===== src/rtl/staggered_pkg.sv =====
// Shared widths and reference arithmetic for the staggered add/sub datapath.
// Latency: n/a (package); backpressure: n/a.
package staggered_pkg;
  localparam int N_DEF     = 16;
  localparam int CHUNK_DEF = 4;

  typedef logic [CHUNK_DEF-1:0] slice_t;

  function automatic logic [N_DEF:0] ref_sub(input logic [N_DEF-1:0] a,
                                             input logic [N_DEF-1:0] b,
                                             input logic             bi);
    return {1'b0, a} - {1'b0, b} - {{N_DEF{1'b0}}, bi};
  endfunction
endpackage


===== src/rtl/staggered_sub_chunk.sv =====
// One slice of the borrow-chain subtractor: {bout, d} = a - b - bin.
// Combinational, zero latency; no flow control.
module sub_chunk
  import staggered_pkg::*;
#(
  parameter int W = CHUNK_DEF
) (
  input  logic [W-1:0] a,
  input  logic [W-1:0] b,
  input  logic         bin,
  output logic [W-1:0] d,
  output logic         bout
);
  logic [W:0] diff;

  always_comb begin
    diff = {1'b0, a} - {1'b0, b} - {{W{1'b0}}, bin};
    d    = diff[W-1:0];
    bout = diff[W];
  end
endmodule


===== src/rtl/staggered_sub.sv =====
// Pipelined N-bit subtract-with-borrow, one CHUNK-bit slice resolved per stage.
// Latency N/CHUNK cycles, one op per cycle, no backpressure (valid-only).
module staggered_sub
  import staggered_pkg::*;
#(
  parameter int N     = N_DEF,
  parameter int CHUNK = CHUNK_DEF
) (
  input  logic         Clock,
  input  logic         Reset,
  input  logic         InValid,
  input  logic [N-1:0] A,
  input  logic [N-1:0] B,
  input  logic         BI,
  output logic         OutValid,
  output logic [N-1:0] D,
  output logic         BO
);
  localparam int STAGES = N / CHUNK;

  if ((N % CHUNK) != 0) begin : g_bad_cfg
    $error("staggered_sub: N must be a multiple of CHUNK");
  end

  // Per-stage registers; res holds finished low slices, opa/opb skew the unresolved high slices.
  logic         vld_q [STAGES];
  logic         vld_d [STAGES];
  logic         brw_q [STAGES];
  logic         brw_d [STAGES];
  logic [N-1:0] res_q [STAGES];
  logic [N-1:0] res_d [STAGES];
  logic [N-1:0] opa_q [STAGES];
  logic [N-1:0] opa_d [STAGES];
  logic [N-1:0] opb_q [STAGES];
  logic [N-1:0] opb_d [STAGES];

  logic             src_vld [STAGES];
  logic             src_brw [STAGES];
  logic [N-1:0]     src_res [STAGES];
  logic [N-1:0]     src_a   [STAGES];
  logic [N-1:0]     src_b   [STAGES];
  logic [CHUNK-1:0] ch_d    [STAGES];
  logic             ch_bout [STAGES];

  for (genvar k = 0; k < STAGES; k++) begin : g_stage
    if (k == 0) begin : g_first
      assign src_vld[k] = InValid;
      assign src_brw[k] = BI;
      assign src_res[k] = '0;
      assign src_a[k]   = A;
      assign src_b[k]   = B;
    end else begin : g_next
      assign src_vld[k] = vld_q[k-1];
      assign src_brw[k] = brw_q[k-1];
      assign src_res[k] = res_q[k-1];
      assign src_a[k]   = opa_q[k-1];
      assign src_b[k]   = opb_q[k-1];
    end

    sub_chunk #(.W(CHUNK)) u_sub_chunk (
      .a    (src_a[k][k*CHUNK +: CHUNK]),
      .b    (src_b[k][k*CHUNK +: CHUNK]),
      .bin  (src_brw[k]),
      .d    (ch_d[k]),
      .bout (ch_bout[k])
    );
  end

  always_comb begin
    for (int k = 0; k < STAGES; k++) begin
      vld_d[k] = src_vld[k];
      brw_d[k] = brw_q[k];
      res_d[k] = res_q[k];
      opa_d[k] = opa_q[k];
      opb_d[k] = opb_q[k];
      // Data only moves with a valid op, so outputs hold the last result through gaps.
      if (src_vld[k]) begin
        brw_d[k] = ch_bout[k];
        res_d[k] = src_res[k];
        res_d[k][k*CHUNK +: CHUNK] = ch_d[k];
        opa_d[k] = src_a[k];
        opb_d[k] = src_b[k];
      end
      if (Reset) begin
        vld_d[k] = 1'b0;
        brw_d[k] = 1'b0;
        res_d[k] = '0;
        opa_d[k] = '0;
        opb_d[k] = '0;
      end
    end
  end

  always_ff @(posedge Clock) begin
    vld_q <= vld_d;
    brw_q <= brw_d;
    res_q <= res_d;
    opa_q <= opa_d;
    opb_q <= opb_d;
  end

  assign OutValid = vld_q[STAGES-1];
  assign D        = res_q[STAGES-1];
  assign BO       = brw_q[STAGES-1];
endmodule


===== config.mk =====
export PLATFORM = sky130hd
export DESIGN_NAME = staggered_sub
export DESIGN_NICKNAME = d
export VERILOG_FILES = /design/src/rtl/staggered_pkg.sv /design/src/rtl/staggered_sub_chunk.sv /design/src/rtl/staggered_sub.sv
export SDC_FILE = /design/constraint.sdc
export NUM_CORES = 1
export LEC_CHECK = 0
export BUFFER_PORTS_ARGS = -buffer_cell sky130_fd_sc_hd__buf_2
export CORE_ASPECT_RATIO = 0.6
export CORE_MARGIN = 10
export CORE_UTILIZATION = 35
export DETAILED_ROUTE_END_ITERATION = 6
export MAX_ROUTING_LAYER = met4
export PLACE_DENSITY = 0.51
export SLEW_MARGIN = 20
export SYNTH_ARGS = -nofsm -noshare
export SYNTH_HDL_FRONTEND = slang
export SYNTH_SLANG_ARGS = --single-unit

===== constraint.sdc =====
create_clock -name Clock -period 2.8 [get_ports Clock]
set_clock_uncertainty 0.1 [all_clocks]
set_input_delay 0.28 -clock Clock [delete_from_list [all_inputs] [get_ports Clock]]
set_output_delay 0.28 -clock Clock [all_outputs]
set_load 0.01 [all_outputs]

* Word-level counts from Yosys, hierarchy flattened
Cells that the tools add are included.
** Storage, ports and cells
- Output and inout bits :: 18
- Logic and storage cells :: 26
- Register bits :: 144
- Input port bits :: 36
** Cells by class
- Add/sub/neg operators :: 8
** Operators by type and width (count)
- $sub 4x4->5 :: 4
- $sub 5x1->5 :: 4

* Longest topological paths before layout
- Depth after elaboration :: 2
- Mapped depth :: 7
- Mapped depth without buffers :: 7

* Cells and area by module
Synthesis repeated with hierarchy kept, for this count alone.
** Unflattened totals
- Cells, all modules :: 419
- Area, all modules :: 4400.5 um^2
** Modules (own cells, without submodules)
- staggered_sub :: area each 3569.7 um^2, cells an instance 323, times used 1, seq. area each 1921.8 um^2
- sub_chunk :: area each 207.7 um^2, cells an instance 24, times used 4, seq. area each 0.0 um^2

* Least setup slack after synthesis
No wires, ideal clock.
- Path type :: flip-flop to flip-flop
- Start :: register brw_q[3] in the netlist's numbering
- End :: register brw_q[2] in the netlist's numbering
- Buffers on the path :: 0
- Path slack :: 0.933 ns
- Arrival time :: 1.693 ns
- Cell stages (with the launch flop) :: 7
- Clock period less this slack :: 1.867 ns
- Setup time :: 0.073 ns
- Data required time :: 2.627 ns
- Path through :: dfxtp_1 > inv_1 > fa_1 > fa_1 > nand2b_1 > a211o_1 > o211ai_2
** On the way
- Cells in the longest elaborated chain, start to end :: 1
** RTL lines
- from (decl) :: line staggered_sub.sv:28 : logic brw_q [STAGES];
- from (signal assigned) :: line staggered_sub.sv:96 : brw_q <= brw_d;
- $sub 5x1->5 :: line staggered_sub_chunk.sv:17 : diff = {1'b0, a} - {1'b0, b} - {{W{1'b0}}, bin};
No other way between the ends.
A chain may end at the register's enable or synchronous reset.

* Worst setup path after layout
- Start :: register brw_q[2] in the netlist's numbering
- End :: register res_q[27] in the netlist's numbering
** On the way
- Cells in the longest elaborated chain, start to end :: 1
** RTL lines
- $sub 5x1->5 :: line staggered_sub_chunk.sv:17
- to (signal assigned) :: line staggered_sub.sv:97 : res_q <= res_d;
- to (decl) :: line staggered_sub.sv:30 : logic [N-1:0] res_q [STAGES];
No other way between the ends.

==> flow_summary.yaml <==
clocking:
  numClockSinks: 96
  cts.root.buffer_cell: "clkbuf_16"
  postCtsHoldBufs: 0
  clk_path_buf_depth: 2
  post_cts_buffers: 0
  cts_buffers: 9
  post_cts_resized: 0
  worst_skew_pair.late_latency_ns: 0.34
  max_h_tree_level: 3
  cts_tree: "built"
  worst_setup_hold_path_clk_slew_ns: 0.07
drt:
  drt_iter0_drc: 95
  drt-met1-wl_um: 4946
  antenna_left: 0
  viasPerCell: 4.480
  met3_wirelength_um: 455
  met2RoutedLength_um: 3286
  wire_per_inst_um: 13.76
  post-route-drc-count: 0
  via_count: 2858
  drt_pass1_iterations: 4
  route.top_layer_used: "met4"
  final_routed_wirelength_um: 8781
floorplan:
  fp.dieArea_sq_um: 17370
  initial_utilization: 0.3591
  chipWidth_um: 163.6
  core_area_sq_um: 12060
  die_height_um: 106.2
  io_pins: 54
  total_number_of_placement_rows: 31
synthesis:
  synthDistinctLibCells: 32
  ys_seq_area_frac: 0.4437
  synthesis.area_per_instance_sq_um: 9.958
  synth_top_cells_by_area: "dfxtp_1 44%, mux2i_1 18%, nor2_1 8.0%, ha_1 6.4%, fa_1 3.7%"
  synth_top_cell_by_area: "dfxtp_1"
  synth_top_flop_cell: "dfxtp_1"
  ys_ff_latch: 96
  yosysWarnings: 0
  post_synth_instance_area_sq_um: 4332
  synth-edff-count: 0
  synth_fp_nets: 501
  synth.top_cell.area_share: 0.4437
  postSynthCellCount: 435
  synthArstFlopShare: 0
worst_hold_path:
  hp-class: "primary input to register"
  worst_hold_startpoint: "A[10]"
  min_to: "opa_q[58]$_SDFFE_PP0P_"
  holdPathStages: 3
critical_path:
  start_kind: "register"
  crit_arrival_ns: 2.27
  critical-path-slowest-cell: "a2111oi_0"
  critical-path-max-stage-delay_ns: 0.49
  cp-end-kind: "register"
  setup.worst_path.class: "register to register"
  worst-r2r-cell-count: 6
  setup.worst_path.start: "brw_q[2]$_SDFFE_PP0P_"
  timing.reg2reg.setup_slack_ns: 0.71
  crit_fanout: 2
  worst_r2r_startpoint: "brw_q[2]$_SDFFE_PP0P_"
  critPathRequiredTime_ns: 2.98
  reg2reg_to: "res_q[27]$_SDFFE_PP0P_"
  worstPathCellList: "inv_1 > fa_1 > ha_1 > o21ai_0 > a2111oi_0 > a311o_1"
timing:
  fin_setup_tns_ns: 0
  period_minus_slack_ns: 2.086
  rsz0062_at_grt: "false"
  final.period_utilization: 0.7449
  setup_viol_count_final: 0
  worst_slew_margin_rel: 0.3985
  hold_violations: 0
  max_slew.worst_pin.slew_ns: 0.9022
  slew_violations: 0
  fmax_mhz: 479.4
layout:
  finish.net_count: 534
  layout_commonest_cell: "dfxtp_1"
  area.growth.synth_to_final_pct: 13.46
  diodes: 0
  layout.cell_area.non_filler_sq_um: 4915
  post_route_cells_drive_above_1_share: 0.1776
  layout_common_cells: "96 x dfxtp_1, 92 x nor2_1, 77 x mux2i_1, 53 x buf_2, 35 x inv_1"
  fillCellCount: 1176
grt:
  overall_routing_resource_usage: 0.1063
  grt_pass1_vias: 2805
  grt_first_pass_wirelength_um: 14440
  grt_antenna_before_repair: 0
  grt_max_degree: 52
  globalRoute.totalOverflow: 0
outcome:
  run_status: "finished clean"
placed_design:
  buffer_ports.inserted: 53
  gp_congestion: 0.7944
  placement.cell_area_sq_um: 4619
  hpwl_um: 6480
pwr:
  power_density_nw_per_um2: 606.2
  cellLeakagePower_uw: 0.002103
  ir_worst_vdd_mv: 0.3194
run:
  maxCapViolCount: 0
-- final cells by class --
class                           count  area, sq um  area share
Multi-Input combinational cell    261         2016      0.4101
Sequential cell                    96         1922      0.3910
Timing Repair Buffer               62        332.8     0.06772
Clock buffer                        9        225.2     0.04582
Tap cell                          165        206.4     0.04201
Inverter                           38        142.6     0.02902
Clock inverter                      7        70.07     0.01426
-- critical path: cells and delay by family, from the launching register on --
family / cells / cell delay [ns]
compound gates: 3 / 0.79
fa+ha+maj: 2 / 0.77
buf+inv: 1 / 0.06
flops: 1 / 0.31
-- cells in the mapped netlist (all sizes together) (4+ instances only) --
master	count
a211oi	4
a311oi	4
buf	39
dfxtp	96
fa	8
ha	22
inv	38
mux2i	77
nand2b	6
nand3b	4
nor2	92
o21ai	4
or3	4
xnor2	4
-- power breakdown --
| part | total [uW] | switching [uW] | internal (uW) |
|---|---|---|---|
| registers | 1450 | 34.2 | 1420 |
| clock network | 1230 | 533 | 692 |
| logic | 304 | 164 | 140 |
| total | 2980 | 731 | 2250 |
-- state kept, by name (all words and copies together) (netlist names) --
register and cells:
BO 1, D 16, OutValid 1, brw_q 3, opa_q 24, opb_q 24
res_q 24, src_vld 3
-- cell families (layout without fill, tap and decap cells) --
group / after synthesis / in the layout / share of synthesized area
XOR/XNOR: 4 / 4 / 0.008087
buffers and inverters: 78 / 116 / 0.09099
flip-flops: 96 / 96 / 0.4437
AND/OR/NAND/NOR: 120 / 120 / 0.1222
multiplexers: 77 / 77 / 0.1779
adder cells (fa/ha/maj): 30 / 30 / 0.1005
AO/OA/AOI/OAI: 30 / 30 / 0.05662
-- metrics by stage --
step / hold slack (ns) / power, uW / std cells / setup slack (ns) / utilization
6_report: 0.06936 / 2979 / 638 / 0.7143 / 0.4074
5_1_grt: 0.06582 / 3105 / 638 / 0.6424 / 0.4074
4_1_cts: 0.05889 / 3021 / 638 / 0.7297 / 0.4074
3_5_place_dp: 0.3702 / 1788 / 622 / 0.7086 / 0.3829
3_3_place_gp: 0.3665 / 1780 / 622 / 0.8050 / 0.3829
2_1_floorplan: 0.3272 / 1696 / 435 / 0.9334 / -
-- worst max path at each step --
stage,end,slack (ns),cells past startpoint
floorplan,brw_q[2]$_SDFFE_PP0P_,0.93,6
global placement,brw_q[3]$_SDFFE_PP0P_,0.80,6
detailed placement,res_q[51]$_SDFFE_PP0P_,0.71,6
CTS,res_q[27]$_SDFFE_PP0P_,0.73,6
global route,res_q[27]$_SDFFE_PP0P_,0.64,7
finish,res_q[27]$_SDFFE_PP0P_,0.71,6
-- layer usage --
metal | global-route usage | vias up
met4 | 0.03050 | 0
li1 | - | 1491
met2 | 0.1337 | 52
met3 | 0.03659 | 9
met1 | 0.1534 | 1306
met5 | - | -
Note: power is estimated with default switching activity, not from simulation.
